===== src/rtl/fifo_arb_pkg.sv =====
// rtl/fifo_arb_pkg.sv - shared types and defaults for the FIFO write arbiter
// Contents: arbiter state type, default parameter values, burst counter width helper.
package fifo_arb_pkg;

  typedef enum logic {
    IDLE  = 1'b0,
    GRANT = 1'b1
  } arb_state_t;

  localparam int DEF_DATA_W = 16;
  localparam int DEF_N_REQ  = 4;
  localparam int DEF_BURST  = 4;

  // Burst counter needs to reach BURST-1; keep at least one bit so BURST=1 still elaborates.
  function automatic int cnt_width(input int burst);
    return (burst > 1) ? $clog2(burst) : 1;
  endfunction

endpackage


===== src/rtl/rr_pick.sv =====
// rtl/rr_pick.sv - combinational round-robin picker
// Ports:
//   req   in  N_REQ  request vector
//   last  in  OWN_W  previous owner; searched last (lowest priority)
//   pick  out OWN_W  first requester after last, modulo N_REQ
//   found out 1      any requester present
module rr_pick #(
  parameter int N_REQ = 4,
  parameter int OWN_W = $clog2(N_REQ)
) (
  input  logic [N_REQ-1:0] req,
  input  logic [OWN_W-1:0] last,
  output logic [OWN_W-1:0] pick,
  output logic             found
);

  logic [OWN_W-1:0] idx;

  // Walk last+1 .. last+N_REQ; the final step lands on last itself.
  always_comb begin
    found = 1'b0;
    pick  = '0;
    idx   = '0;
    for (int k = 1; k <= N_REQ; k++) begin
      idx = OWN_W'((int'(last) + k) % N_REQ);
      if (!found && req[idx]) begin
        found = 1'b1;
        pick  = idx;
      end
    end
  end

endmodule


===== src/rtl/fifo_wr_arbiter.sv =====
// rtl/fifo_wr_arbiter.sv - round-robin burst arbiter for the FIFO write port
// Ports:
//   clk, rst    clock, synchronous active-high reset
//   req         per-producer word-present flags
//   req_data    producer words, slice i at [i*DATA_W +: DATA_W]
//   fifo_full   FIFO full flag
//   ack         one-hot, producer word written at this edge
//   fifo_write  FIFO write strobe
//   fifo_data   FIFO write data
//   owner       current grant holder index
//   busy        high while a producer holds the grant
module fifo_wr_arbiter
  import fifo_arb_pkg::*;
#(
  parameter int N_REQ  = DEF_N_REQ,
  parameter int DATA_W = DEF_DATA_W,
  parameter int BURST  = DEF_BURST
) (
  input  logic                      clk,
  input  logic                      rst,
  input  logic [N_REQ-1:0]          req,
  input  logic [N_REQ*DATA_W-1:0]   req_data,
  input  logic                      fifo_full,
  output logic [N_REQ-1:0]          ack,
  output logic                      fifo_write,
  output logic [DATA_W-1:0]         fifo_data,
  output logic [$clog2(N_REQ)-1:0]  owner,
  output logic                      busy
);

  localparam int OWN_W = $clog2(N_REQ);
  localparam int CNT_W = cnt_width(BURST);
  localparam logic [CNT_W-1:0] CNT_LAST = CNT_W'(BURST - 1);
  localparam logic [OWN_W-1:0] LAST_RST = OWN_W'(N_REQ - 1);

  arb_state_t       state, state_n;
  logic [OWN_W-1:0] owner_q, owner_n;
  logic [OWN_W-1:0] last_q, last_n;
  logic [CNT_W-1:0] cnt_q, cnt_n;

  logic             in_grant;
  logic             xfer;
  logic             release_now;
  logic [OWN_W-1:0] pick_last;
  logic [OWN_W-1:0] pick_idx;
  logic             pick_found;

  assign in_grant = (state == GRANT);

  // Outputs are purely combinational so a full FIFO blocks the write in the same cycle.
  assign xfer       = in_grant & req[owner_q] & ~fifo_full;
  assign fifo_write = xfer;
  assign ack        = xfer ? (N_REQ'(1) << owner_q) : '0;
  assign fifo_data  = in_grant ? req_data[int'(owner_q)*DATA_W +: DATA_W] : '0;
  assign owner      = owner_q;
  assign busy       = in_grant;

  // Release after the last word of a burst, or when the owner runs dry.
  assign release_now = in_grant & ((xfer & (cnt_q == CNT_LAST)) | ~req[owner_q]);

  // In IDLE the previous owner sets priority; on release the departing owner goes last.
  assign pick_last = in_grant ? owner_q : last_q;

  rr_pick #(
    .N_REQ (N_REQ),
    .OWN_W (OWN_W)
  ) u_pick (
    .req   (req),
    .last  (pick_last),
    .pick  (pick_idx),
    .found (pick_found)
  );

  always_comb begin
    state_n = state;
    owner_n = owner_q;
    last_n  = last_q;
    cnt_n   = cnt_q;
    case (state)
      IDLE: begin
        if (pick_found) begin
          state_n = GRANT;
          owner_n = pick_idx;
          cnt_n   = '0;
        end
      end
      GRANT: begin
        if (release_now) begin
          last_n = owner_q;
          cnt_n  = '0;
          if (pick_found) begin
            owner_n = pick_idx;
          end else begin
            state_n = IDLE;
          end
        end else if (xfer) begin
          cnt_n = cnt_q + 1'b1;
        end
      end
      default: begin
        state_n = IDLE;
      end
    endcase
  end

  always_ff @(posedge clk) begin
    if (rst) begin
      state   <= IDLE;
      owner_q <= '0;
      last_q  <= LAST_RST;
      cnt_q   <= '0;
    end else begin
      state   <= state_n;
      owner_q <= owner_n;
      last_q  <= last_n;
      cnt_q   <= cnt_n;
    end
  end

endmodule


===== config.mk =====
export PLATFORM = sky130hd
export DESIGN_NAME = fifo_wr_arbiter
export DESIGN_NICKNAME = d
export VERILOG_FILES = /design/src/rtl/fifo_arb_pkg.sv /design/src/rtl/rr_pick.sv /design/src/rtl/fifo_wr_arbiter.sv
export SDC_FILE = /design/constraint.sdc
export NUM_CORES = 1
export LEC_CHECK = 0
export CORE_UTILIZATION = 34
export DETAILED_ROUTE_END_ITERATION = 12
export PLACE_DENSITY = 0.9
export SLEW_MARGIN = 20
export SYNTH_ARGS = -nofsm -noshare
export SYNTH_HDL_FRONTEND = slang
export SYNTH_SLANG_ARGS = --single-unit

===== constraint.sdc =====
create_clock -name clk -period 3.45 [get_ports clk]
set_input_delay 0.5175 -clock clk [delete_from_list [all_inputs] [get_ports clk]]
set_output_delay 0.5175 -clock clk [all_outputs]
set_load 0.005 [all_outputs]

=== Word level (Yosys, flattened, before mapping) ===
Index checks and enable logic that the tools add are counted.

* $add $sub $neg: 5
* $lt $le $gt $ge: 5
* Equal/unequal tests: 4
* Shift operators: 2
* Multiplexer cells: 31
* Bitwise operators: 8
* Reductions and logical operators: 8

{| class="wikitable"
|+ Operator list
! operator !! number
|-
| $shiftx A64 B7 Y16 || 1
|-
| $mux W2 || 10
|-
| $mux W16 || 1
|-
| $lt A2 B3 Y1 const B || 5
|-
| $mux W1 || 11
|-
| $bmux W1 S2 || 5
|-
| $pmux W2 S2 || 2
|-
| $add A2 B1 Y2 const B || 3
|-
| $add A2 B2 Y2 const B || 2
|-
| $and A1 B1 Y1 || 4
|-
| $mux W4 || 1
|-
| $reduce_and A2 Y1 || 2
|-
| $shl A1 B2 Y4 const A || 1
|-
| $logic_and A1 B1 Y1 || 3
|-
| $logic_not A1 Y1 || 3
|-
| $ne A3 B1 Y1 const B || 1
|-
| $not A1 Y1 || 3
|-
| $eq A2 B2 Y1 const B || 1
|-
| $ne A2 B1 Y1 const B || 1
|-
| $ne A2 B2 Y1 const B || 1
|-
| $pmux W1 S2 || 1
|-
| $or A1 B1 Y1 || 1
|}

* Bits in registers: 7
* Input port bits: 71
* Output and inout port bits: 24
* Logic and storage cells: 67

=== Depth between registers and ports, before layout ===
Gate-level depths: netlist of run 1.

* Word-level depth: 17
* Mapped depth: 5
* Gate-level depth less buffers: 5

=== Cells and area by module ===
A second synthesis of run 1 with hierarchy kept.

* Cell total of the unflattened synthesis: 98
* Area total of the unflattened synthesis: 1024.7 µm²

{| class="wikitable"
|+ Modules (own cells, without submodules)
! module !! instances !! cells an instance !! area each (µm²) !! sequential area each (µm²)
|-
| fifo_wr_arbiter || 1 || 84 || 933.4 || 140.1
|-
| rr_pick || 1 || 14 || 91.3 || 0.0
|}

=== Worst setup path before layout of run 1 ===
No wires, ideal clock.

* Path kind: register to output
* Start: register owner_q[0] (netlist: owner[0])
* End: output port fifo_data[10]
* Arrival: 1.452 ns
* Data required time: 2.932 ns
* Setup slack: 1.480 ns
* Stages on the path, launching flop included: 5
* Buffers on the path: 2
* Path through: dfxtp_1 -> buf_6 -> buf_2 -> mux4_2 -> and2_1

* Cells in the longest elaborated chain, start to end: 2

{| class="wikitable"
|+ RTL lines
! element !! line !! text
|-
| start: declaration || fifo_wr_arbiter.sv:37 || <nowiki>logic [OWN_W-1:0] owner_q, owner_n;</nowiki>
|-
| start signal: assignment || fifo_wr_arbiter.sv:114 || <nowiki>owner_q <= owner_n;</nowiki>
|-
| $shiftx A64 B7 Y16 || fifo_wr_arbiter.sv:54 || <nowiki>assign fifo_data = in_grant ? req_data[int'(owner_q)*DATA_W +: DATA_W] : '0;</nowiki>
|-
| $mux W16 || fifo_wr_arbiter.sv:54 ||
|-
| end: declaration || fifo_wr_arbiter.sv:26 || <nowiki>output logic [DATA_W-1:0] fifo_data,</nowiki>
|}

Every way passes these cells.

=== Worst setup path in the final report of run 1 ===
* Start: input port req[2]
* End: output port ack[0]

* Cells in the longest elaborated chain, start to end: 5

{| class="wikitable"
|+ RTL lines
! element !! line !! text
|-
| start: declaration || fifo_wr_arbiter.sv:21 || <nowiki>input logic [N_REQ-1:0] req,</nowiki>
|-
| $bmux W1 S2 || fifo_wr_arbiter.sv:51 || <nowiki>assign xfer = in_grant & req[owner_q] & ~fifo_full;</nowiki>
|-
| $mux W1 (not written as such) || fifo_wr_arbiter.sv:51 ||
|-
| $and A1 B1 Y1 (2 in series) || fifo_wr_arbiter.sv:51 ||
|-
| $mux W4 || fifo_wr_arbiter.sv:53 || <nowiki>assign ack = xfer ? (N_REQ'(1) << owner_q) : '0;</nowiki>
|-
| end: declaration || fifo_wr_arbiter.sv:24 || <nowiki>output logic [N_REQ-1:0] ack,</nowiki>
|}

Every way passes these cells. The select of a mux whose other input is x is not followed.

==> results of run 1 <==
worst max-delay path, stage by stage:
cell             delay (ps)
clkdlybuf4s50_1         600
mux4_2                  380
nor3b_2                 310
nor3b_1                 290
clkdlybuf4s50_1         550
layout make-up:
type                            instances  area share, %
Inverter                                2          0.369
Tap cell                               31           1.91
Clock buffer                            4           1.29
Timing Repair Buffer                   97           47.4
Multi-Input combinational cell         79           42.2
Sequential cell                         7           6.89
per-stage QoR:
step,utilization (%),hold slack (ps),total power [mW],cell area [um2],instances
after floorplan,-,465,0.315,1060,98
after global placement,70.4,484,0.476,2010,216
after detailed placement,70.4,532,0.490,2010,216
after CTS,71.3,544,0.566,2030,220
after global routing,71.3,582,0.600,2030,220
final,71.3,537,0.560,2030,220
power groups by stage:
stage | registers (mW) | logic (mW) | clock network (mW)
after CTS | 0.105 | 0.385 | 0.0762
after floorplan | 0.0982 | 0.216 | 0
after global routing | 0.107 | 0.411 | 0.0817
after global placement | 0.105 | 0.371 | 0
final | 0.104 | 0.384 | 0.0726
after detailed placement | 0.106 | 0.384 | 0
sequential cells by signal (all words and copies together) (netlist names):
name,count
cnt_q,2
last_q,2
busy,1
owner,2
worst max path at each step:
| stage | startpoint | to | slack (ps) | depth (start not counted) |
|---|---|---|---|---|
| after floorplan | owner[0]$_SDFFE_PP0P_ | fifo_data[10] | 1480 | 4 |
| after global placement | req[2] | ack[0] | 450 | 5 |
| after detailed placement | req[2] | ack[0] | 340 | 5 |
| after CTS | req[2] | ack[0] | 310 | 5 |
| after global routing | req[2] | ack[0] | 70 | 5 |
| final | req[2] | ack[0] | 270 | 5 |
layer usage:
| layer | GRT usage [%] | up-vias | part of all wire, % |
|---|---|---|---|
| li1 | - | 561 | - |
| met1 | 27.2 | 577 | 37 |
| met2 | 43.7 | 56 | 52 |
| met3 | 5.36 | 8 | 8.9 |
| met4 | 6.46 | 0 | 2.1 |
| met5 | 0 | - | 0 |
cell usage in the layout (no fill, tap or decap), drive strengths merged, types with 2 or more instances in the layout:
master and instances:
clkdlybuf4s50 94, mux4 17, and2 17, nor2 7, dfxtp 7, mux2i 4, a21oi 4, clkbuf 4
nor2b 3, mux2 3, buf 3, inv 2, nand2 2, nand2b 2, nor3b 2, a311oi 2
cell families (layout without fill, tap and decap cells):
logic type               count (synthesis)  in the layout  share of synthesized area [%]
AO/OA/AOI/OAI                           12             12                           10.2
AND/OR/NAND/NOR                         41             41                           24.4
buffers and inverters                   12            103                           5.90
flip-flops                               7              7                           13.2
adder cells (fa/ha/maj)                  1              1                           1.18
XOR/XNOR                                 1              1                          0.827
multiplexers                            24             24                           44.3
==> results.md, run 1 <==
* Clock period minus worst slack at 3180 ps
* Combined global-route utilization of all metal layers at 23.6%
* Warning count from the yosys run at 0
* Area of all sequential standard cells at 140 um2
* Max rail drop VDD at 0.243 mV
* Area of the core at 2850 um2
* Num rows at 19
* Synth Instances at 98
* Reg power frac at 18.6%
* Mapped Nets at 170
* Worst Tran Pin Value at 459 ps
* Final Hold Vio Count at 0
* Die boundary height at 57.8 um
* Number of nets in the finished design at 262
* Violated checks: DRC
* Count of input and output buffers at 94
* Global-route wire length before repair at 5.94 mm
* Area of the mapped netlist at 1060 um2
* Number of endpoints failing setup at the final stage at 0
* Crit path capture type: output port
* Clock transition at the registers of the reported paths at 50 ps
* Area leader, netlist: mux4_2
* EDFF count, synth at 0
* Top achievable clock speed at 315 MHz
* Number of filler instances in the final layout at 204
* Critical path start-end classification: input pin to output port
* CTS Hold Bufs at 0
* Switching part of the total power at 30.6%
* CTS tree: built
* X dimension of the die at 57.8 um
* Global route total overflow at 0
* Worst Hold Path EP: cnt_q[1]$_SDFFE_PP0P_
* Remaining routing DRC violations at 10
* H-tree lvl count at 1
* Root buffer cell: clkbuf_4
* Reg-to-reg critical path startpoint: owner[0]$_SDFFE_PP0P_
* Buffer levels on the longest clock path at 2
* Wire length per cell at 18.3 um
* Outcome: finished, violations left
* Sequential share of the synthesized area at 13.2%
* Area of the multi-input gates at 857 um2
* Number of sinks handled by clock tree synthesis at 7
* Power density over the cells at 276 nW/um2
* Total Negative Setup Slacks at 0 ps
* Setup bufs post-CTS at 0
* Fraction of synthesized cell area taken by the top area cell type at 36.1%
* Largest fanout of any net on the critical path at 7
* Reported leakage power at 0.728 nW
* Maximum number of pins on one net before global-route repair at 26
* Comb power frac at 68.5%
* Synthesized flop and latch total at 7
* Total iterations of the first detailed-routing run at 8
* RSZ-0062 raised after global routing: no
* Library cell with the highest instance count after synthesis: mux4_2
* Initial drt markers at 35
* Startpoint of the most critical hold path: cnt_q[1]$_SDFFE_PP0P_
* Vias per Instance at 5.46
* Cells taking the most area after synthesis: mux4_2 (36%), dfxtp_1 (13%), and2_1 (9.4%), mux2_2 (3.2%), mux2i_1 (2.8%)
* Startpoint types: input pin
* Max-Cap Viols at 0
* Antenna violations before repair at 0
* Antenna diode count at 0
* Proportion of synthesized flip-flops having asynchronous set or reset at 0%
* Top FF cell, synth: dfxtp_1
* Net switching power at 0.172 mW
* Most frequent cells after synthesis: mux4_2 (17), and2_1 (16), dfxtp_1 (7), nor2_1 (7), clkbuf_1 (6)
* Number of cells on the worst reg-to-reg path at 5
* Syn Area/Cell at 10.8 um2
* HP Class: flip-flop to flip-flop
* Period utilization at 92.1%
* Internal cell power at 0.389 mW
* Relative slew margins at 69.1%
* Number of pins exceeding their max-slew limit in the final report at 0
* Via count at 1202
* Top-level I/O count at 95
* Post-route setup slack at 271 ps
* Worst reg2reg endpoint: owner[1]$_SDFFE_PP0P_
* Post-CTS Resized at 0
* Total routed wirelength at 4.02 mm
* Initial cell density of the core at 37.1%
* Clk_lat worst skew at 250 ps
* Number of global-route vias before repair at 1150
* Post-placement setup slack at 343 ps
* Number of unique standard cell types used by synthesis at 37
* Total half-perimeter wirelength after legalization and detailed placement at 3.38 mm
* Arrival @ worst endpoint at 2660 ps
* Number of CTS-inserted buffers at 3
* Routability congestion estimate at 0.777
* Cells on Worst Hold Path at 2
* Number of antenna-violating nets in the routed design at 0
* Fraction of layout instances using a drive strength above 1 at 18.0%
* Share of power burned in the clock network at 12.9%
* Max Clock Skew at 1.76 ps
* CP required at 2930 ps
* Total die area at 3340 um2
* Reg2reg setup slack at 1360 ps
* Area added between synthesis and finish at 91.9%
No activity file was read; power rests on OpenSTA's default activity.
==> inputs of run 2 (changes only) <==
--- a/config.mk
+++ b/config.mk
@@ -7,7 +7,7 @@
 export LEC_CHECK = 0
 export CORE_UTILIZATION = 34
 export DETAILED_ROUTE_END_ITERATION = 12
-export PLACE_DENSITY = 0.9
+export PLACE_DENSITY = 0.87
 export SLEW_MARGIN = 20
 export SYNTH_ARGS = -nofsm -noshare
 export SYNTH_HDL_FRONTEND = slang
==> results.md, run 2 (same netlist as run 1, synthesis figures left out) <==
* Post-CTS Resized at 0 (unchanged)
* CTS Hold Bufs at 0 (unchanged)
* Clock period minus worst slack at 3120 ps (was 3180 ps)
* Total routed wirelength at 4.13 mm (was 4.02 mm)
* Number of endpoints failing setup at the final stage at 0 (unchanged)
* Max rail drop VDD at 0.234 mV (was 0.243 mV)
* Startpoint of the worst setup timing path: req[2] (unchanged)
* Post-placement setup slack at 317 ps (was 343 ps)
* Arrival @ worst endpoint at 2610 ps (was 2660 ps)
* CP required at 2930 ps (about the same)
* Commonest non-fill, non-tap cell in the layout: clkdlybuf4s50_1 (unchanged)
* Number of pins exceeding their max-slew limit in the final report at 0 (unchanged)
* Reg2reg setup slack at 1550 ps (was 1360 ps)
* Die boundary height at 57.8 um (unchanged)
* Count of placed standard cells including taps at 216 (unchanged)
* Violated checks: DRC (unchanged)
* Combined global-route utilization of all metal layers at 24.8% (was 23.6%)
* Total Negative Setup Slacks at 0 ps (unchanged)
* Number of filler instances in the final layout at 201 (was 204)
* Max-Cap Viols at 0 (unchanged)
* Area of the multi-input gates at 857 um2 (unchanged)
* Global-route wire length before repair at 6.34 mm (was 5.94 mm)
* Placed Area at 2010 um2 (unchanged)
* Power density over the cells at 277 nW/um2 (was 276 nW/um2)
* Total die area at 3340 um2 (unchanged)
* Critical path start-end classification: input pin to output port (unchanged)
* HP Class: flip-flop to flip-flop (unchanged)
* CTS tree: built (unchanged)
* Most used cells in the layout excluding fill and tap cells: clkdlybuf4s50_1 (94), mux4_2 (17), and2_1 (16) (unchanged)
* Non-filler instance count after layout at 220 (unchanged)
* Max Clock Skew at 1.45 ps (was 1.76 ps)
* Crit path capture type: output port (unchanged)
* Area of the core at 2850 um2 (unchanged)
* Period utilization at 90.5% (was 92.1%)
* Number of sinks handled by clock tree synthesis at 7 (unchanged)
* Global route total overflow at 0 (unchanged)
* Worst Tran Pin Value at 499 ps (was 459 ps)
* Total half-perimeter wirelength after legalization and detailed placement at 3.43 mm (was 3.38 mm)
* Top achievable clock speed at 320 MHz (was 315 MHz)
* Top-level I/O count at 95 (unchanged)
* Count of input and output buffers at 94 (unchanged)
* RSZ-0062 raised after global routing: no (unchanged)
* Capturing element of the worst setup path: ack[0] (unchanged)
* Via count at 1210 (was 1202)
* Remaining routing DRC violations at 9 (was 10)
* Number of cells on the worst reg-to-reg path at 5 (unchanged)
* Total iterations of the first detailed-routing run at 10 (was 8)
* Outcome: finished, violations left (unchanged)
* Area added between synthesis and finish at 91.9% (unchanged)
* H-tree lvl count at 1 (unchanged)
* Clk_lat worst skew at 240 ps (was 250 ps)
* Clock transition at the registers of the reported paths at 50 ps (about the same)
* Root buffer cell: clkbuf_4 (unchanged)
* Antenna violations before repair at 0 (unchanged)
* X dimension of the die at 57.8 um (unchanged)
* Worst reg2reg endpoint: owner[1]$_SDFFE_PP0P_ (unchanged)
* Post-route setup slack at 327 ps (was 271 ps)
* Number of antenna-violating nets in the routed design at 0 (unchanged)
* Wire length per cell at 18.8 um (was 18.3 um)
* Maximum number of pins on one net before global-route repair at 26 (unchanged)
* Relative slew margins at 66.5% (was 69.1%)
* Final Hold Vio Count at 0 (unchanged)
* Area of all sequential standard cells at 140 um2 (unchanged)
* Routability congestion estimate at 0.816 (was 0.777)
* Vias per Instance at 5.50 (was 5.46)
* Post-Layout Inst Area at 2030 um2 (unchanged)
* Core utilization of the finished layout at 71.3% (unchanged)
* Setup bufs post-CTS at 0 (unchanged)
* Number of nets in the finished design at 262 (unchanged)
* Fraction of layout instances using a drive strength above 1 at 18.0% (unchanged)
* Largest fanout of any net on the critical path at 7 (unchanged)
* Number of CTS-inserted buffers at 3 (unchanged)
* Num rows at 19 (unchanged)
* Reported leakage power at 0.728 nW (unchanged)
* Reg-to-reg critical path startpoint: busy$_SDFF_PP0_ (was owner[0]$_SDFFE_PP0P_)
* Initial drt markers at 71 (was 35)
* Number of global-route vias before repair at 1262 (was 1150)
* Antenna diode count at 0 (unchanged)
* Buffer levels on the longest clock path at 2 (unchanged)
* Initial cell density of the core at 37.1% (unchanged)
* Startpoint types: input pin (unchanged)
run 2: cell counts in the layout (fill, tap and decap cells not counted):
No cell type changed its count.
run 2: worst max-delay path: stages:
cell,delay [ps]
clkdlybuf4s50_1,590
mux4_2,370
nor3b_2,360
nor3b_1,240
clkdlybuf4s50_1,530
run 2: per-layer routing:
layer | up-vias | global-route usage (%) | share of wire [%]
met5 | - | 0 | 0
met4 | 0 | 8.84 | 2.4
met3 | 12 | 4.24 | 8.6
met2 | 61 | 44.2 | 50
met1 | 577 | 30.1 | 39
li1 | 560 | - | -
run 2: through the flow:
stage | hold WS (ps) | total power, mW
floorplan | 465 | 0.315
global placement | 488 | 0.478
detailed placement | 506 | 0.494
CTS | 520 | 0.570
global route | 577 | 0.598
finish | 510 | 0.563
run 2: worst min-delay path by stage:
stage / slack (ps) / cells past startpoint / endpoint / start
floorplan: 460 / 2 / cnt_q[1]$_SDFFE_PP0P_ / cnt_q[1]$_SDFFE_PP0P_
global placement: 490 / 2 / cnt_q[1]$_SDFFE_PP0P_ / cnt_q[1]$_SDFFE_PP0P_
detailed placement: 510 / 2 / cnt_q[1]$_SDFFE_PP0P_ / cnt_q[1]$_SDFFE_PP0P_
CTS: 520 / 2 / cnt_q[1]$_SDFFE_PP0P_ / cnt_q[1]$_SDFFE_PP0P_
global route: 580 / 2 / cnt_q[1]$_SDFFE_PP0P_ / cnt_q[1]$_SDFFE_PP0P_
finish: 510 / 2 / cnt_q[1]$_SDFFE_PP0P_ / cnt_q[1]$_SDFFE_PP0P_
run 2: cell type report:
type | count | share of cell area (%)
clock buffers | 4 | 1.29
flip-flops and latches | 7 | 6.89
well taps | 31 | 1.91
multi-input cells | 79 | 42.2
repair buffers | 97 | 47.4
inverters | 2 | 0.369
run 2: where the power goes:
group	leakage (nW)	internal (mW)	switching, mW
logic	0.656	0.254	0.138
clock network	0.0150	0.0441	0.0288
registers	0.0578	0.0906	0.00737
total	0.728	0.389	0.174
